`src/rtl/cordic_pkg.sv`:
```
// Shared CORDIC constants and the angle sequencer state type.
package cordic_pkg;

  localparam int ANGLE_W_DEF = 17;
  localparam int unsigned FULL_TURN = 2 ** ANGLE_W_DEF;
  localparam int CORDIC_LAT_DEF = 16;

  typedef enum logic [1:0] {
    ST_IDLE,
    ST_RUN,
    ST_DRAIN
  } seq_state_t;

endpackage

```
`src/rtl/cordic_phase_acc.sv`:
```
// Loadable modulo-2^W phase accumulator.
// The step is captured on load, so the accumulator owns the whole sweep.
module cordic_phase_acc
  import cordic_pkg::*;
#(
  parameter int W = ANGLE_W_DEF
) (
  input  logic         Clk,
  input  logic         Reset,
  input  logic         Load,
  input  logic         En,
  input  logic [W-1:0] Load_val,
  input  logic [W-1:0] Step,
  output logic [W-1:0] Acc
);

  logic [W-1:0] step_q;

  always_ff @(posedge Clk or posedge Reset) begin
    if (Reset) begin
      Acc    <= '0;
      step_q <= '0;
    end else if (Load) begin
      Acc    <= Load_val;
      step_q <= Step;
    end else if (En) begin
      Acc    <= Acc + step_q;
    end
  end

endmodule

```
`src/rtl/cordic_angle_seq.sv`:
```
// Angle burst sequencer feeding the CORDIC core, with drain and Done.
// CORDIC_ANGLE_SEQ_CONT_EN: Count=0 starts a continuous sweep until Stop.
module cordic_angle_seq
  import cordic_pkg::*;
#(
  parameter int CORDIC_LATENCY = CORDIC_LAT_DEF,
  parameter int ANGLE_W        = ANGLE_W_DEF,
  parameter int COUNT_W        = 16
) (
  input  logic               Clk,
  input  logic               Reset,
  input  logic               Start,
  input  logic               Stop,
  input  logic [ANGLE_W-1:0] Start_angle,
  input  logic [ANGLE_W-1:0] Step,
  input  logic [COUNT_W-1:0] Count,
  output logic [ANGLE_W-1:0] Input_angle,
  output logic               Angle_valid,
  output logic               Busy,
  output logic               Done
);

`ifdef CORDIC_ANGLE_SEQ_CONT_EN
  localparam logic CONT_EN = 1'b1;
`else
  localparam logic CONT_EN = 1'b0;
`endif

  localparam logic [7:0] LAT_INIT = 8'(CORDIC_LATENCY - 1);

  seq_state_t         state, state_d;
  logic [COUNT_W-1:0] rem, rem_d;
  logic [7:0]         lat, lat_d;
  logic               cont, cont_d;
  logic               valid_d, done_d;
  logic               load, adv;

  cordic_phase_acc #(.W(ANGLE_W)) u_acc (
    .Clk      (Clk),
    .Reset    (Reset),
    .Load     (load),
    .En       (adv),
    .Load_val (Start_angle),
    .Step     (Step),
    .Acc      (Input_angle)
  );

  always_ff @(posedge Clk or posedge Reset) begin
    if (Reset) begin
      state       <= ST_IDLE;
      rem         <= '0;
      lat         <= '0;
      cont        <= 1'b0;
      Angle_valid <= 1'b0;
      Done        <= 1'b0;
    end else begin
      state       <= state_d;
      rem         <= rem_d;
      lat         <= lat_d;
      cont        <= cont_d;
      Angle_valid <= valid_d;
      Done        <= done_d;
    end
  end

  // rem counts angles still to issue after the one on the output now
  always_comb begin
    state_d = state;
    rem_d   = rem;
    lat_d   = lat;
    cont_d  = cont;
    valid_d = 1'b0;
    done_d  = 1'b0;
    load    = 1'b0;
    adv     = 1'b0;
    unique case (state)
      ST_IDLE: begin
        if (Start && !Stop && ((Count != '0) || CONT_EN)) begin
          state_d = ST_RUN;
          load    = 1'b1;
          valid_d = 1'b1;
          rem_d   = Count - COUNT_W'(1);
          cont_d  = (Count == '0);
        end
      end
      ST_RUN: begin
        if (Stop || (!cont && (rem == '0))) begin
          state_d = ST_DRAIN;
          lat_d   = LAT_INIT;
        end else begin
          adv     = 1'b1;
          valid_d = 1'b1;
          rem_d   = rem - COUNT_W'(1);
        end
      end
      ST_DRAIN: begin
        if (lat == '0) begin
          state_d = ST_IDLE;
          done_d  = 1'b1;
        end else begin
          lat_d = lat - 8'd1;
        end
      end
      default: state_d = ST_IDLE;
    endcase
  end

  assign Busy = (state != ST_IDLE);

endmodule

```
`config.mk`:
```
export PLATFORM = sky130hd
export DESIGN_NAME = cordic_angle_seq
export DESIGN_NICKNAME = d
export VERILOG_FILES = /design/src/rtl/cordic_pkg.sv /design/src/rtl/cordic_phase_acc.sv /design/src/rtl/cordic_angle_seq.sv
export SDC_FILE = /design/constraint.sdc
export NUM_CORES = 1
export LEC_CHECK = 0
export BUFFER_PORTS_ARGS = -buffer_cell sky130_fd_sc_hd__buf_2
export CAP_MARGIN = 0
export CORE_ASPECT_RATIO = 1.2
export CORE_MARGIN = 2
export CORE_UTILIZATION = 51
export CTS_CLUSTER_DIAMETER = 120
export DETAILED_ROUTE_END_ITERATION = 6
export GPL_ROUTABILITY_DRIVEN = 0
export PLACE_DENSITY_LB_ADDON = 0.3
export SYNTH_ARGS = -nofsm -noshare
export SYNTH_HDL_FRONTEND = slang
export SYNTH_SLANG_ARGS = --single-unit
```
`constraint.sdc`:
```
create_clock -name Clk -period 3.33 [get_ports Clk]
set_clock_uncertainty 0.2 [all_clocks]
set_input_delay 0.333 -clock Clk [delete_from_list [all_inputs] [get_ports Clk]]
set_output_delay 0.333 -clock Clk [all_outputs]
set_load 0.05 [all_outputs]
```
==> results of run 1 <==
-- layout by cell type (no fill, tap or decap), types with 13 or more instances in the layout --
cell	instances
nor2_1	49
o21ai_0	13
nand2_1	83
ha_1	18
o21ai_1	18
dfrtp_1	63
dlygate4sd3_1	17
buf_2	73
a21oi_1	42
buf_4	14
-- through the flow --
step | setup slack [ps] | power [mW] | area (um2) | util (%) | hold WS (ps)
2_1_floorplan | 4.31 | 3.38 | 4040 | - | 238
3_5_place_dp | 160 | 3.98 | 4520 | 59.0 | 272
5_1_grt | 20.0 | 5.14 | 4920 | 64.2 | 8.86
6_report | 177 | 4.76 | 4920 | 64.2 | 13.3
4_1_cts | 117 | 4.74 | 4900 | 63.9 | 1.86
3_3_place_gp | 247 | 3.90 | 4520 | 59.0 | 265
-- worst min-delay path: cells and delay by family --
| family | cells | cell delay [ps] |
|---|---|---|
| buf+inv | 1 | 80 |
| simple gates | 2 | 100 |
-- timing repair --
item | in CTS | in global routing
resized for setup | 0 | 5
setup buffers | 0 | 1
hold buffers | 17 | 0
endpoints found under the hold margin | 17 | 0
setup endpoints to repair | 0 | 2
-- power by group --
| part | internal, mW | switching (mW) | leakage, nW | total, mW |
|---|---|---|---|---|
| Clock | 0.420 | 0.294 | 0.104 | 0.714 |
| Combinational | 1.02 | 1.64 | 1.51 | 2.66 |
| Sequential | 1.09 | 0.300 | 0.759 | 1.39 |
-- sequential cells by signal, indices dropped and copies added, names as in the netlist --
name and flops:
Angle_valid 1, u_acc.Acc 17, u_acc.step_q 17, state 2, lat 8, Done 1, rem 16, cont 1
-- cell type report --
cell class	count	area [um2]	share of cell area, %
inverters	12	45.0	0.915
well taps	92	115	2.34
clock buffers	12	135	2.74
clock inverters	4	70.1	1.42
multi-input cells	381	2340	47.5
flip-flops and latches	63	1580	32.0
repair buffers	104	641	13.0
-- cells by family after synthesis --
group                    Yosys count  synth area share (%)
AND/OR/NAND/NOR                  198                  23.1
AO/OA/AOI/OAI                    131                  20.4
flip-flops                        63                  39.3
buffers and inverters             33                  3.21
adder cells (fa/ha/maj)           20                  6.42
XOR/XNOR                          17                  3.71
multiplexers                      15                  3.83
-- metal layers --
metal	wire, um	part of all wire (%)	GRT usage (%)
met1	4360	42	31.2
met2	5230	50	44.2
met4	240	2.3	10.3
met5	0	0	0
met3	603	5.8	4.65
-- final timing paths --
path | endpoint
setup reg to reg | rem[14]$_DFFE_PP0P_
min in group asynchronous | u_acc.step_q[2]$_DFFE_PP0P_
hold reg to reg | u_acc.step_q[7]$_DFFE_PP0P_
setup / recovery | rem[14]$_DFFE_PP0P_
hold / removal | u_acc.step_q[16]$_DFFE_PP0P_
max in group asynchronous | rem[6]$_DFFE_PP0P_
==> impl_metrics.csv, run 1 <==
group,metric,value,unit
global_routing,grt_pass1_vias,3852,
worst_setup_path,crit_path_frequent_cell,"a21oi_2",
floorplan,io_pins,74,
clocking,clockBufferDepth,2,
clocking,cts.sinks,63,
final_layout,synthToLayoutAreaGrowth,22.6,%
synth,synth_area,4020,um2
synth,synth_top_area_share,39.3,%
global_routing,antenna_found_initial,0,
outcome,status,"completed",
floorplan,initial_core_util,52.4,%
sta,setup_viol,0,
sta,hold_violations,0,
worst_setup_path,cp.arrival,3160,ps
synth,synthCells,477,
final_layout,stdcell_count,668,
floorplan,die_w,85.0,um
global_routing,gr-total-overflow,0,
sta,slew-limit-headroom,26.5,%
power,leakagePower,2.38,nW
synth,syn_nets,551,
synth,synth.distinct_cells,59,
synth,yosys_most_used_dff,"dfrtp_1",
global_routing,grt_util_all_layers,25.4,%
route,ant_nets,0,
clocking,cts.clk_slew.worst_paths,70,ps
synth,yosys-top-cells-count,"nand2_1 (83), dfrtp_1 (63), nor2_1 (50), a21oi_1 (43), ha_1 (19)",
place,dp_hpwl,7550,um
floorplan,row_count,35,
place,dp_cells,634,
synth,synth.avg_cell_area,8.42,um2
sta,fin_crit_sh,94.7,%
place,io_buffers,73,
global_routing,grt_max_degree,54,
sta,fmax,317,MHz
synth,ys_async_sr_fraction,100,%
worst_setup_path,cp_slowest_cell,"or4_1",
final_layout,antennaDiodeCount,0,
route,wl_per_cell,15.6,um
worst_setup_path,cp_top_family,"simple AND/OR/NAND/NOR gates",
synth,yosys_warnings,0,
power,power_density,967,nW/um2
sta,drv_slew,0,
sta,period_minus_slack,3150,ps
job,maxCapViolCount,0,
worst_setup_path,reg2reg_setup_slack,180,ps
synth,synth_edf_count,0,
final_layout,num-nets-final,645,
worst_setup_path,end_kind,"flip-flop",
hold_path,min_from,"Step[16]",
final_layout,drive_gt1_share,20.0,%
synth,yosys.area.top_type,"dfrtp_1",
hold_path,holdCritPathClass,"input pin to flip-flop",
route,wirelength,10400,um
sta,tns,0,ps
sta,rsz0062_at_grt,"no",
worst_setup_path,critical_path_class,"flip-flop to flip-flop",
floorplan,fp.dieH,101,um
worst_setup_path,critPathLaunchType,"flip-flop",
clocking,cts_buffers,9,
route,drt-initial-drc-count,224,
clocking,root_buffer,"clkbuf_8",
clocking,h-tree-depth,3,
synth,yosysMostFrequentCell,"nand2_1",
worst_setup_path,path_buf_inv,0,
hold_path,hold_path_depth,3,
worst_setup_path,cp.depth,10,
worst_setup_path,required,3340,ps
worst_setup_path,slowest_delay,520,ps
route,drt_pre_antenna_iters,6,
worst_setup_path,reg2reg_from,"state[1]$_DFFE_PP0P_",
synth,synth_area_leaders,"dfrtp_1 (39%), nand2_1 (7.8%), ha_1 (5.9%)",
floorplan,core_area,7660,um2
clocking,cts_tree,"built",
worst_setup_path,worstPathMaxFanout,5,
global_routing,grt_pass1_wl,17800,um
final_layout,final.fill_count,655,
synth,ys_ff_latch,63,
floorplan,dieArea,8600,um2
route,vias,3874,
worst_setup_path,cp-startpoint,"state[1]$_DFFE_PP0P_",
worst_setup_path,path_cells,"and2b_4 > mux2i_2 > ha_2 > o211ai_1 > or4_1 > or3_4 > nor2_4 > mux2_4 > a21oi_2 > a21oi_2",
route,drc,0,
clocking,clock_latency,330,ps
worst_setup_path,r2r_cells,10,
power,max-vdd-ir-drop,0.000697,V
sta,worst_pin_slew,1100,ps
synth,ys_seq_area_share,39.3,%
route,via_per_inst,5.80,
Note: power is estimated with default switching activity, not from simulation.
==> run 2, diff against run 1 <==
- clock period: 3.33 -> 2.8 ns (I/O delays scaled with it)
==> run 2 against run 1 <==
Effect of this change:
- sequential share of layout area shrank 1.8 points
- combinational power grew 27%
- register-to-register slack lost 320 ps
- total power grew 22%
- global-route usage grew 2.1 points
- hold slack lost 1.3 ps
- wire length grew 9.3%
- first-iteration DRC count grew 28%
- core utilization grew 4.1 points
- worst setup slack lost 320 ps
- final area grew 6.3%
- maximum frequency grew 7.2%
- the run now ends with negative setup slack left
==> impl_metrics.csv, run 2 (synthesis gave the netlist of run 1 again) <==
group,metric,value,unit
clocking,clockBufferDepth,2,
worst_setup_path,cp.arrival,2970,ps
clocking,cts.clk_slew.worst_paths,70,ps
final_layout,final-seq-area,1580,um2
outcome,status,"finished with violations",
sta,rsz0062_at_grt,"yes",
route,vias,4057,
worst_setup_path,end_kind,"flip-flop",
final_layout,fin_util,68.3,%
worst_setup_path,critical_path_class,"flip-flop to flip-flop",
global_routing,top_usage_layer,"met2",
worst_setup_path,reg2reg_setup_slack,-140,ps
final_layout,mostFrequentLayoutCells,"nand2_1 (83), buf_2 (73), dfrtp_1 (59), nor2_1 (48), a21oi_1 (39)",
route,via_per_inst,5.83,
global_routing,use_met3,4.32,%
floorplan,io_pins,74,
place,dp_slack,-168,ps
global_routing,use_met2,51.0,%
job,maxCapViolCount,0,
global_routing,grt_pass1_wl,18700,um
final_layout,multi_input_area,2390,um2
global_routing,grt_pass1_vias,4019,
route,ant_nets,0,
route,wirelength,11400,um
clocking,cts.sinks,63,
sta,slew-limit-headroom,61.6,%
floorplan,die_w,85.0,um
floorplan,initial_core_util,52.4,%
route,drt-initial-drc-count,286,
worst_setup_path,critPathLaunchType,"flip-flop",
route,wl_per_cell,16.4,um
floorplan,row_count,35,
sta,period_minus_slack,2940,ps
worst_setup_path,rr_endpoint,"rem[14]$_DFFE_PP0P_",
final_layout,num-nets-final,675,
global_routing,grt.met1_usage,31.3,%
global_routing,grt_util_all_layers,27.5,%
power,leakagePower,2.50,nW
worst_setup_path,cp-startpoint,"state[1]$_DFFE_PP0P_",
sta,drv_slew,0,
final_layout,top_regs,"u_acc.Acc: 17 flops, u_acc.step_q: 17 flops, rem: 16 flops",
route,drt_pre_antenna_iters,4,
final_layout,stdcell_count,696,
power,max-vdd-ir-drop,0.000808,V
sta,setup_slack,-141,ps
sta,worst_pin_slew,568,ps
clocking,cts_buffers,9,
power,power_density,1110,nW/um2
floorplan,fp.dieH,101,um
worst_setup_path,endpoint,"rem[14]$_DFFE_PP0P_",
place,dp_cells,646,
clocking,cts_tree,"built",
worst_setup_path,required,2830,ps
sta,hold_violations,0,
global_routing,grt_max_degree,51,
final_layout,antennaDiodeCount,0,
final_layout,final.fill_count,592,
hold_path,holdCritPathClass,"input pin to flip-flop",
sta,fmax,340,MHz
sta,fin_crit_sh,105,%
worst_setup_path,reg2reg_from,"state[1]$_DFFE_PP0P_",
final_layout,drive_gt1_share,24.2,%
outcome,violations,"negative setup slack",
sta,setup_viol,3,
place,io_buffers,73,
final_layout,synthToLayoutAreaGrowth,30.4,%
floorplan,core_area,7660,um2
global_routing,gr-total-overflow,0,
sta,tns,-251,ps
floorplan,dieArea,8600,um2
place,dp_hpwl,7720,um
clocking,clock_latency,360,ps
worst_setup_path,worstPathMaxFanout,4,
clocking,h-tree-depth,3,
global_routing,antenna_found_initial,0,
route,drc,0,
final_layout,layout_commonest_cell,"nand2_1",
clocking,root_buffer,"clkbuf_8",
worst_setup_path,r2r_cells,10,
power,power,5.80,mW
==> run 2: cell types whose count changed in the layout (fill, tap and decap cells not counted), sizes merged <==
cell and change:
clkbuf +1, bufinv -2, dlygate4sd3 +16, buf +14, clkinv -1
==> run 2: final cells by class <==
| type | count | share of cell area, % |
|---|---|---|
| multi-input cells | 381 | 45.7 |
| flip-flops and latches | 63 | 30.2 |
| repair buffers | 134 | 17.7 |
| clock buffers | 13 | 3.23 |
| well taps | 92 | 2.20 |
| inverters | 12 | 0.860 |
| clock inverters | 1 | 0.0956 |
==> run 2: per-stage QoR <==
stage | hold WS, ps | cell area (um2)
global placement | 63.1 | 4630
detailed placement | 73.6 | 4630
floorplan | 185 | 4050
global route | 12.8 | 5240
finish | 12.0 | 5240
CTS | 7.13 | 5150
==> run 2: worst min-delay path by stage <==
stage	from	endpoint	slack [ps]	depth (start not counted)
2_1_floorplan	Step[0]	u_acc.step_q[0]$_DFFE_PP0P_	190	2
3_3_place_gp	Reset	u_acc.Acc[1]$_DFFE_PP0P_	60	2
3_5_place_dp	Reset	u_acc.Acc[1]$_DFFE_PP0P_	70	2
4_1_cts	Start_angle[14]	u_acc.Acc[14]$_DFFE_PP0P_	7	2
5_1_grt	Start_angle[14]	u_acc.Acc[14]$_DFFE_PP0P_	10	2
6_report	Start_angle[14]	u_acc.Acc[14]$_DFFE_PP0P_	10	2
==> run 2: power by group <==
part           switching (mW)  total [mW]  internal, mW
registers               0.367        1.67          1.30
logic                    2.03        3.39          1.36
clock network           0.351       0.735         0.383
total                    2.75        5.80          3.05
==> run 2: repair_timing <==
| action | in CTS | in global routing |
|---|---|---|
| hold buffers | 33 | 0 |
| gates resized for setup | 3 | 16 |
| endpoints found under the hold margin | 45 | 0 |
| setup buffers | 1 | 2 |
| endpoints found under the setup margin | 4 | 10 |
| pin swaps | 1 | 4 |
==> run 2: worst max-delay path, cell delays in order, from the launching register on <==
cell and delay [ps]:
dfrtp_1 380, and2b_2 290, mux2i_2 270, ha_2 210, o211ai_1 100, or4_4 430, or3_4 360, nor2_4 100
mux2_4 310, a21oi_2 130, a21oi_2 40
==> run 2: metal layers <==
metal | vias to the layer above | share of wire (%)
met1 | 1960 | 40
met5 | - | 0
met4 | 0 | 2.6
li1 | 1941 | -
met2 | 130 | 53
met3 | 26 | 4.7
